## src/rtl/clock_divider_multi.sv

```systemverilog
`default_nettype none
// ============================================================================
// Module   : clock_divider_multi
// Brief    : Several independent odd/even clock dividers with glitch-free
//            divisor reprogramming, per-channel park and rise/fall strobes.
// Revision : 1.0 - initial release
// ============================================================================
module clock_divider_multi #(
    parameter int par_channels    = 2,
    parameter int par_cnt_width   = 16,
    parameter int par_div_default = 1000
) (
    input  logic                          i_clk_mhz,
    input  logic                          i_rstn_mhz,
    input  logic [par_channels-1:0]       i_ch_enable,
    input  logic                          i_div_load,
    input  logic [$clog2(par_channels):0] i_div_sel,
    input  logic [par_cnt_width-1:0]      i_div_value,
    output logic                          o_div_err,
    output logic [par_channels-1:0]       o_div_pending,
    output logic [par_channels-1:0]       o_clk_div,
    output logic [par_channels-1:0]       o_rst_div,
    output logic [par_channels-1:0]       o_ce_rise,
    output logic [par_channels-1:0]       o_ce_fall
);

    localparam int                       SEL_W     = $clog2(par_channels) + 1;
    localparam logic [SEL_W-1:0]         c_num_ch  = SEL_W'(par_channels);
    localparam logic [par_cnt_width-1:0] c_div_def = par_cnt_width'(par_div_default);
    localparam logic [par_cnt_width-1:0] c_div_min = par_cnt_width'(2);
    localparam logic [par_cnt_width-1:0] c_one     = par_cnt_width'(1);

    logic w_load_ok;
    logic err_q;
    logic err_d;

    assign w_load_ok = i_div_load && (i_div_sel < c_num_ch) && (i_div_value >= c_div_min);

    always_comb begin
        err_d = i_div_load && !w_load_ok;
    end

    always_ff @(posedge i_clk_mhz) begin
        if (!i_rstn_mhz) begin
            err_q <= 1'b0;
        end else begin
            err_q <= err_d;
        end
    end

    assign o_div_err = err_q;

    for (genvar g = 0; g < par_channels; g++) begin : g_ch
        logic [par_cnt_width-1:0] div_q, div_d;
        logic [par_cnt_width-1:0] p_q, p_d;
        logic [par_cnt_width-1:0] pval_q, pval_d;
        logic                     pflag_q, pflag_d;
        logic                     clk_q, clk_d;
        logic                     rstd_q, rstd_d;
        logic                     rise_q, rise_d;
        logic                     fall_q, fall_d;
        logic [par_cnt_width-1:0] w_wrap_pt;
        logic [par_cnt_width-1:0] w_fall_pt;
        logic                     w_hit;

        // High for D - floor(D/2) cycles, so odd divisors spend the extra cycle high.
        assign w_wrap_pt = div_q - c_one;
        assign w_fall_pt = div_q - (div_q >> 1) - c_one;
        assign w_hit     = w_load_ok && (i_div_sel == SEL_W'(g));

        always_comb begin
            div_d   = div_q;
            p_d     = p_q;
            pval_d  = pval_q;
            pflag_d = pflag_q;
            clk_d   = clk_q;
            rstd_d  = rstd_q;
            rise_d  = 1'b0;
            fall_d  = 1'b0;
            if (p_q == w_wrap_pt) begin
                if (i_ch_enable[g]) begin
                    p_d    = '0;
                    clk_d  = 1'b1;
                    rise_d = 1'b1;
                    if (pflag_q) begin
                        div_d   = pval_q;
                        pflag_d = 1'b0;
                    end
                end else begin
                    // Parking holds p at the wrap point so re-enable restarts immediately.
                    clk_d  = 1'b0;
                    rstd_d = 1'b1;
                end
            end else if (p_q == w_fall_pt) begin
                p_d    = p_q + c_one;
                clk_d  = 1'b0;
                fall_d = 1'b1;
                rstd_d = 1'b0;
            end else begin
                p_d = p_q + c_one;
            end
            // A fresh load outranks the clear from a same-cycle wrap.
            if (w_hit) begin
                pval_d  = i_div_value;
                pflag_d = 1'b1;
            end
        end

        always_ff @(posedge i_clk_mhz) begin
            if (!i_rstn_mhz) begin
                div_q   <= c_div_def;
                p_q     <= c_div_def - c_one;
                pval_q  <= c_div_def;
                pflag_q <= 1'b0;
                clk_q   <= 1'b0;
                rstd_q  <= 1'b1;
                rise_q  <= 1'b0;
                fall_q  <= 1'b0;
            end else begin
                div_q   <= div_d;
                p_q     <= p_d;
                pval_q  <= pval_d;
                pflag_q <= pflag_d;
                clk_q   <= clk_d;
                rstd_q  <= rstd_d;
                rise_q  <= rise_d;
                fall_q  <= fall_d;
            end
        end

        assign o_clk_div[g]     = clk_q;
        assign o_rst_div[g]     = rstd_q;
        assign o_ce_rise[g]     = rise_q;
        assign o_ce_fall[g]     = fall_q;
        assign o_div_pending[g] = pflag_q;
    end

endmodule
`default_nettype wire

```

## config.mk

```make
export PLATFORM = sky130hd
export DESIGN_NAME = clock_divider_multi
export DESIGN_NICKNAME = d
export VERILOG_FILES = /design/src/rtl/clock_divider_multi.sv
export SDC_FILE = /design/constraint.sdc
export NUM_CORES = 1
export LEC_CHECK = 0
export ABC_AREA = 1
export BUFFER_PORTS_ARGS = -buffer_cell sky130_fd_sc_hd__buf_2
export CORE_MARGIN = 2
export CORE_UTILIZATION = 28
export CTS_BUF_LIST = sky130_fd_sc_hd__clkbuf_2
export CTS_CLUSTER_SIZE = 24
export DETAILED_ROUTE_END_ITERATION = 8
export HOLD_SLACK_MARGIN = 0.05
export PLACE_DENSITY = 0.43
export SETUP_SLACK_MARGIN = 0.2
export SLEW_MARGIN = 20
export SYNTH_ARGS = -nofsm -noshare
export SYNTH_HDL_FRONTEND = slang
export SYNTH_SLANG_ARGS = --single-unit
```

## constraint.sdc

```tcl
create_clock -name i_clk_mhz -period 5.9 [get_ports i_clk_mhz]
set_input_delay 0.295 -clock i_clk_mhz [delete_from_list [all_inputs] [get_ports i_clk_mhz]]
set_output_delay 0.295 -clock i_clk_mhz [all_outputs]
set_load 0.02 [all_outputs]
```

## Yosys cells after proc, flatten, opt, wreduce, memory -nomap -nowiden

Cells that the tools add are included.

| operators by class | value |
|---|---|
| bitwise operators | 1 |
| reduce and logical (&&, ||, !) cells | 23 |
| add/sub/neg operators | 8 |
| equality and inequality tests | 9 |
| $lt $le $gt $ge | 2 |
| muxes and demuxes | 22 |

Operators with widths:

| operator | count |
|---|---|
| 16-bit == test | 4 |
| 16-bit two-way mux | 4 |
| 16-bit by 1-bit subtractor with 16-bit output, second input constant | 4 |
| 16-bit by 1-bit adder with 16-bit output, second input constant | 2 |
| 16-bit by 15-bit subtractor with 16-bit output | 2 |
| 1-bit two-way mux | 18 |
| 16-bit by 2-bit greater-or-equal comparator with 1-bit output, second input constant | 1 |
| 2-bit AND reduction | 6 |
| 2-bit nonzero test | 6 |
| 2-bit inequality test, second input constant | 4 |
| 3-bit AND reduction | 2 |
| 1-bit logical AND | 5 |
| 2-bit OR reduction | 2 |
| 2-bit by 1-bit == test with 1-bit output, second input constant | 1 |
| 2-bit zero test | 1 |
| 2-bit < comparator, second input constant | 1 |
| 1-bit zero test | 1 |
| 1-bit NOT | 1 |

| storage, ports and cells | value |
|---|---|
| flip-flop bits (word level) | 107 |

## Longest topological paths before layout

Gate-level depths: netlist of the first run.

| logic depth | value |
|---|---|
| word-level depth | 6 |
| gate-level depth with buffers | 18 |
| gate-level depth less buffers | 18 |

## Worst setup path after synthesis of the first run

OpenSTA, ideal clock, no wires.

| timing path | value |
|---|---|
| kind | flip-flop to flip-flop |
| start | register g_ch[1].div_q[0] |
| end | register g_ch[1].p_q[5] |
| slack | 3,689 ps |
| required time | 5,762 ps |
| library setup time | 138 ps |
| stages on the path, launching flop included | 17 |
| period minus slack after synthesis | 2,211 ps |
| arrival | 2,073 ps |
| cell sequence | dfxtp_1 -> inv_2 -> ha_1 -> nand2_2 -> inv_1 -> nand2_1 -> nand2_1 -> nand2_1 -> nand2_1 -> nor2_1 -> nand2_1 -> nor2_2 -> nand4_2 -> or2_1 -> buf_6 -> nand3_1 -> o211ai_1 |

| on the way | value |
|---|---|
| longest elaborated chain between the ends | 3 |
| elaborated cells between the ends (all ways) | 4 |
| those cells by class | add/sub: 1; eq/ne: 2; mux: 1 |

RTL lines:

| item | RTL line | source |
|---|---|---|
| start: declaration | 54 | `logic [par_cnt_width-1:0] div_q, div_d;` |
| start signal: assignment | 111 | `div_q <= c_div_def;` |
| start signal: assignment | 120 | `div_q <= div_d;` |
| 16-bit by 1-bit subtractor with 16-bit output * | 67 | `assign w_wrap_pt = div_q - c_one;` |
| 16-bit == test * | 80 | `if (p_q == w_wrap_pt) begin` |
| 2-bit inequality test (no line) or 16-bit two-way mux (tied branches) | n/a |  |
| end signal: assignment | 112 | `p_q <= c_div_def - c_one;` |
| end signal: assignment | 121 | `p_q <= p_d;` |
| end: declaration | 55 | `logic [par_cnt_width-1:0] p_q, p_d;` |

Every way passes the cells marked *; elsewhere a longest branch is shown, timed or not.
A chain may end at the register's enable or synchronous reset.

## Final worst setup path of the first run

| timing path | value |
|---|---|
| start | register g_ch[0].div_q[0] |
| end | register g_ch[0].div_q[0] |

| on the way | value |
|---|---|
| longest elaborated chain between the ends | 3 |

RTL lines:

| item | RTL line |
|---|---|
| start: declaration | 54 |
| start signal: assignment | 111 |
| start signal: assignment | 120 |
| 16-bit by 1-bit subtractor with 16-bit output | 67 |
| 16-bit == test | 80 |
| 3-bit AND reduction (no line) | n/a |

No other way between the ends.

==> results of run 1 <==
[critical path: stages, from the launching register on]
cell and delay (ps):
dfxtp_1 430, inv_1 140, ha_1 250, nand2_1 120, nor2_1 240, nand3_1 130
xor2_1 140, nand2_1 60, nor2_1 190, nand3_4 260, nor2_4 180, nand2_2 350
o21ai_0 340, a21oi_1 60
[state kept, by name (all words and copies together), names as in the netlist]
register / cells
g_ch.div_q: 32
g_ch.p_q: 32
g_ch.pval_q: 32
g_ch.clk_q: 2
g_ch.fall_q: 2
g_ch.pflag_q: 2
g_ch.rise_q: 2
g_ch.rstd_q: 2
o_div_err: 1
[layer usage]
metal | global-route usage | vias up
met3 | 0.0249 | 26
met5 | 0 | -
met4 | 0.0367 | 0
met1 | 0.242 | 3751
met2 | 0.261 | 132
li1 | - | 4350
[final timing paths]
path | cells after the start | to | start
setup / recovery | 13 | g_ch[0].div_q[0]$_SDFFE_PN0P_ | g_ch[0].div_q[0]$_SDFFE_PN0P_
setup reg to reg | 13 | g_ch[0].div_q[0]$_SDFFE_PN0P_ | g_ch[0].div_q[0]$_SDFFE_PN0P_
hold reg to reg | 2 | g_ch[1].div_q[13]$_SDFFE_PN0P_ | g_ch[1].pval_q[13]$_SDFFE_PN0P_
hold / removal | 7 | g_ch[0].pval_q[9]$_SDFFE_PN1P_ | i_div_sel[1]
[cells by family (layout without fill, tap and decap cells)]
| family | count (synthesis) | count (layout) |
|---|---|---|
| simple gates | 730 | 730 |
| buf+inv | 232 | 257 |
| compound gates | 151 | 151 |
| flops | 107 | 107 |
| xor+xnor | 73 | 73 |
| fa+ha+maj | 66 | 66 |
| other cells | 0 | 1 |
[synth_stat cells (2+ instances only)]
cell	number	area, µm²
buf_6	2	22.5
xnor2_2	2	32.5
o21ai_0	26	130
nor2_1	118	443
fa_1	2	40.0
nand2_2	7	43.8
nand4_1	24	150
nor2_4	5	56.3
nor2_8	2	40.0
inv_2	2	7.51
nor4_1	8	50.1
xor2_1	40	350
nand3b_1	6	45.0
xnor2_1	30	263
nand3_1	107	536
o21ai_1	8	40.0
clkbuf_1	19	71.3
ha_1	64	801
nor2_2	5	31.3
a21o_1	2	15.0
clkbuf_2	3	15.0
nor3_1	12	60.1
inv_1	182	683
or2_2	12	75.1
o21bai_1	4	30.0
nand2_1	417	1570
buf_2	13	65.1
and3_1	2	12.5
a21oi_1	74	370
buf_4	11	82.6
o211ai_1	32	240
dfxtp_1	107	2140
[power by group]
group | leakage (µW) | total [µW] | internal [µW] | switching [µW]
clock | 0.0000721 | 378 | 72.8 | 305
sequential | 0.000871 | 966 | 811 | 155
combinational | 0.00380 | 1230 | 437 | 792
total | 0.00474 | 2570 | 1320 | 1250
[through the flow]
| stage | instances | instance area, µm² |
|---|---|---|
| floorplan | 1359 | 8630 |
| global placement | 1743 | 9060 |
| detailed placement | 1743 | 9060 |
| CTS | 1780 | 9390 |
| global route | 1781 | 9400 |
| finish | 1781 | 9400 |
[placed cells by master, fill, tap and decap left out, types with 9 or more instances in the layout]
cell type      netlist  layout
nand2_1            417     417
inv_1              182     182
nor2_1             118     118
nand3_1            107     107
dfxtp_1            107     107
a21oi_1             74      74
ha_1                64      64
xor2_1              40      40
buf_2               13      33
o211ai_1            32      32
xnor2_1             30      30
o21ai_0             26      26
nand4_1             24      24
dlygate4sd3_1        0      21
or2_2               12      12
nor3_1              12      12
clkbuf_2             3       9
[final cells by class]
| type | count | area [µm²] |
|---|---|---|
| sequential | 107 | 2140 |
| antenna | 1 | 2.50 |
| tap | 396 | 495 |
| fill | 3419 | 21100 |
| multi-input combinational | 1020 | 5540 |
| timing repair buffer | 57 | 398 |
| clock inverter | 7 | 80.1 |
| inverter | 184 | 691 |
| clock buffer | 9 | 45.0 |
[repair_timing]
item	4_1_cts	5_1_grt
resized for setup	0	0
endpoints found under the setup margin	0	0
hold endpoints to repair	60	0
hold buffers	21	0
==> flow_metrics.py, run 1 <==
metrics = {
    "synthesis": {
        "synth_compound_area_frac": 0.101,
        "synthMuxAreaShare": 0,
        "synthXorXnorAreaFrac": 0.0774,
        "ys_ff_latch": 107,
        "yosysWarnings": 0,
        "yosysSeqAreaShare": 0.248,
        "syn_nets": 1448,
        "syn_area_um2": 8630,
        "synth_ff_type": "dfxtp_1",
        "synth_cell_types": 43,
        "yosys.area_share.simple": 0.366,
        "synth_top_family_by_area": "simple AND/OR/NAND/NOR gates",
        "synth_edf_count": 0,
        "async_reset_ff_frac": 0,
        "synthCells": 1359,
        "syn_area_per_cell_um2": 6.35,
        "synthAdderAreaFrac": 0.0974,
    },
    "clock_network": {
        "clk_latency_ps": 710,
        "cts.clk_slew.worst_paths_ps": 370,
        "cts_max_level": 3,
        "cts.sinks": 107,
        "clockBufferDepth": 2,
        "clockRootBuffer": "clkbuf_2",
        "cts_tree": "yes",
        "cts_buffers": 9,
        "cts_setup_buffers": 0,
    },
    "worst_setup_path": {
        "crit_path_max_fanout": 32,
        "r2r_slack_ps": 2910,
        "start_kind": "register",
        "criticalPathCategory": "reg2reg",
        "worst_ep_arrival_time_ps": 3590,
        "worst_setup_path_end_kind": "register",
        "worstPathRequired_ps": 6500,
    },
    "power": {
        "ir_drop_uv": 138,
        "p_leak_uw": 0.00474,
        "power.density_nw_per_um2": 274,
        "finalPower_uw": 2570,
    },
    "global_route": {
        "antenna_found_initial": 1,
        "grt_max_degree": 70,
        "grt_pass1_vias": 7811,
        "grt_pass1_wl_um": 43200,
        "overflow": 0,
        "grt_use_total": 0.167,
    },
    "flow_run": {
        "maxCapViolCount": 0,
    },
    "floorplan": {
        "chipHeight_um": 180,
        "start_util": 0.283,
        "rows": 64,
        "core_um2": 30500,
        "die-area_um2": 32200,
        "boundaryPins": 34,
        "die_w_um": 180,
    },
    "finish": {
        "layout-area-overhead-vs-synth_pct": 8.86,
        "drive_above_1_share": 0.0665,
        "fin_util": 0.308,
        "num-nets-final": 1468,
    },
    "timing": {
        "tns_ps": 0,
        "finalSetupViolCount": 0,
        "setup_slack_ps": 2910,
        "drv_slew": 0,
        "hold_ws_ps": 181,
        "worst_pin_slew_ps": 742,
        "min_period_ps": 2990,
        "fmax_mhz": 334,
        "fin_crit_sh": 0.507,
        "hold_viol_final": 0,
        "rsz0062_at_grt": "no",
        "relSlewSlack": 0.506,
        "finalClockSkew_ps": 53.9,
    },
    "routing": {
        "ant_nets": 0,
        "wl_um": 26700,
        "vias": 8259,
        "first_pass_iters": 5,
        "dr_wl_met2_um": 11500,
        "drc": 0,
        "vias_per_cell": 4.64,
        "dr.first_iter.drc_count": 485,
        "top_layer_used": "met4",
        "wl_per_cell_um": 15.0,
        "met1Wirelength_um": 13900,
        "wl_met3_um": 1000,
    },
    "outcome": {
        "status": "finished, final reports clean",
    },
    "place": {
        "io_buffers": 33,
        "post-place-ws_ps": 2850,
        "dp_hpwl_um": 21200,
        "place.gp.congestion": 0.866,
    },
    "min_path": {
        "worstHoldPathType": "in2reg",
    },
}
(Power assumes the default switching activity.)
==> run 2: changes to the inputs <==
PLACE_DENSITY = 0.45   (was 0.43)
clock period = 2.61 ns   (was 5.9 ns; I/O delays follow)
==> run 2 against run 1 <==
  * Die area unchanged
  * Fmax increased by 22%
  * Critical endpoint is now g_ch[1].clk_q$_SDFFE_PN0P_
  * First-iteration DRC count up 21%
==> flow_metrics.py, run 2 (synthesized netlist as in run 1, its figures left out) <==
metrics = {
    "global_route": {
        "grt_use_total": 0.175,
        "grt_max_degree": 69,
        "antenna_found_initial": 1,
        "grt_pass1_wl_um": 44900,
        "overflow": 0,
        "grt_pass1_vias": 8303,
    },
    "place": {
        "placed_cells": 1805,
        "dp_hpwl_um": 22600,
        "post-place-ws_ps": 12.7,
        "io_buffers": 33,
        "place.gp.congestion": 0.867,
    },
    "worst_setup_path": {
        "endpoint": "g_ch[1].clk_q$_SDFFE_PN0P_",
        "worstPathRequired_ps": 3250,
        "criticalPathCategory": "reg2reg",
        "crit_chain": "ha_4 -> fa_2 -> xnor2_1 -> nand2_1 -> nor2_2 -> nand2_1 -> nor2_1 -> nand3_1 -> nor2_2 -> nand2_1 -> nor2_1 -> nand4_1 -> nand2_1 -> nor2_1",
        "r2r_slack_ps": 150,
        "slowest_stage": "fa_2",
        "crit-reg2reg-launch": "g_ch[1].div_q[0]$_SDFFE_PN0P_",
        "start_kind": "register",
        "worst_setup_path_end_kind": "register",
        "crit_start": "g_ch[1].div_q[0]$_SDFFE_PN0P_",
        "crit_top_cell": "nand2_1",
        "cp.depth": 14,
        "reg2reg_to": "g_ch[1].clk_q$_SDFFE_PN0P_",
        "crit_family": "simple AND/OR/NAND/NOR gates",
        "path_buf_inv": 0,
        "crit_path_max_fanout": 3,
        "ff2ff_path_depth": 14,
        "max_stage_delay_ps": 540,
        "worst_ep_arrival_time_ps": 3100,
    },
    "timing": {
        "relSlewSlack": 0.582,
        "fmax_mhz": 407,
        "drv_slew": 0,
        "min_period_ps": 2460,
        "worst_pin_slew_ps": 622,
        "fin_crit_sh": 0.942,
        "hold_ws_ps": 195,
        "setup_slack_ps": 151,
        "tns_ps": 0,
        "finalSetupViolCount": 0,
        "hold_viol_final": 0,
        "rsz0062_at_grt": "yes",
        "finalClockSkew_ps": 81.2,
    },
    "floorplan": {
        "die-area_um2": 32200,
        "start_util": 0.283,
        "core_um2": 30500,
        "rows": 64,
        "die_w_um": 180,
        "chipHeight_um": 180,
        "boundaryPins": 34,
    },
    "clock_network": {
        "cts.sinks": 107,
        "cts_tree": "yes",
        "cts.clk_slew.worst_paths_ps": 420,
        "cts_max_level": 3,
        "clk_latency_ps": 770,
        "clockBufferDepth": 2,
        "cts_buffers": 9,
        "clockRootBuffer": "clkbuf_2",
    },
    "routing": {
        "vias": 8874,
        "ant_nets": 0,
        "first_pass_iters": 5,
        "wl_um": 29200,
        "drc": 0,
        "wl_per_cell_um": 15.5,
        "dr.first_iter.drc_count": 587,
        "vias_per_cell": 4.70,
    },
    "finish": {
        "layout-area-overhead-vs-synth_pct": 27.8,
        "top_regs": "g_ch.div_q x32, g_ch.p_q x32, g_ch.pval_q x32",
        "num-nets-final": 1575,
        "fin_util": 0.362,
        "instances_no_fill": 1888,
        "final_common_cell": "nand2_1",
        "final_cell_mix": "nand2_1, inv_1, nor2_1",
        "drive_above_1_share": 0.233,
    },
    "power": {
        "ir_drop_uv": 351,
        "power.density_nw_per_um2": 609,
        "p_leak_uw": 0.00548,
    },
    "flow_run": {
        "maxCapViolCount": 0,
    },
    "outcome": {
        "status": "finished, final reports clean",
    },
    "min_path": {
        "worstHoldPathType": "in2reg",
    },
}
-- run 2: changes by cell type in the layout (fill, tap and decap cells not counted), moves of 15 or more --
cell     delta
a21oi_2    +17
inv_1      -21
nand2_2    +21
nor2_1     -15
dfxtp_2    +18
buf_6      +15
dfxtp_1    -22
nand2_4    +16
buf_4      +75
ha_1       -22
a21oi_1    -17
nand2_1    -39
-- run 2: power by group --
part           total (µW)  leakage [µW]  switching [µW]  internal, µW
clock                 869     0.0000683             712           157
sequential           2090      0.000875             261          1830
combinational        3760       0.00453            2180          1580
-- run 2: cell type report --
class | count | area, µm²
multi-input combinational | 1021 | 6150
sequential | 107 | 2180
clock inverter | 7 | 70.1
clock buffer | 9 | 45.0
fill | 3287 | 19500
antenna | 1 | 2.50
inverter | 184 | 726
tap | 396 | 495
timing repair buffer | 163 | 1370
-- run 2: what timing repair did --
action / in CTS / in global routing
hold buffers: 31 / 0
resized for setup: 31 / 204
setup buffers: 7 / 24
endpoints found under the hold margin: 106 / 0
pin swaps: 6 / 43
gates cloned: 0 / 4
setup endpoints to repair: 54 / 73
-- run 2: worst min-delay path by stage --
stage	startpoint	endpoint	slack, ps	depth (start not counted)
after floorplan	i_div_value[3]	g_ch[1].pval_q[3]$_SDFFE_PN1P_	240	2
after global placement	i_div_value[5]	g_ch[1].pval_q[5]$_SDFFE_PN1P_	380	3
after detailed placement	i_div_value[5]	g_ch[1].pval_q[5]$_SDFFE_PN1P_	380	3
after CTS	i_div_value[6]	g_ch[1].pval_q[6]$_SDFFE_PN1P_	150	4
after global routing	i_div_value[11]	g_ch[0].pval_q[11]$_SDFFE_PN0P_	180	4
final	i_div_value[0]	g_ch[0].pval_q[0]$_SDFFE_PN0P_	190	4
-- run 2: metrics by stage --
stage	total power, µW	cell area, µm²
after floorplan	4270	8630
after global placement	5240	9550
after detailed placement	5240	9550
after CTS	6240	10100
after global routing	7250	11000
final	6720	11000
-- run 2: layer usage --
layer | part of all wire | track usage | vias to the layer above | wire, µm
met5 | 0 | 0 | - | 0
met2 | 0.44 | 0.271 | 203 | 12800
met4 | 0.017 | 0.0511 | 0 | 485
li1 | - | - | 4563 | -
met1 | 0.50 | 0.259 | 4079 | 14800
met3 | 0.042 | 0.0136 | 29 | 1230
-- run 2: worst register-to-register path: cells and delay by family (launching register included) --
kind / cells / cell delay (ps)
fa+ha+maj: 2 / 700
xor+xnor: 1 / 110
simple gates: 11 / 1060
flops: 1 / 460
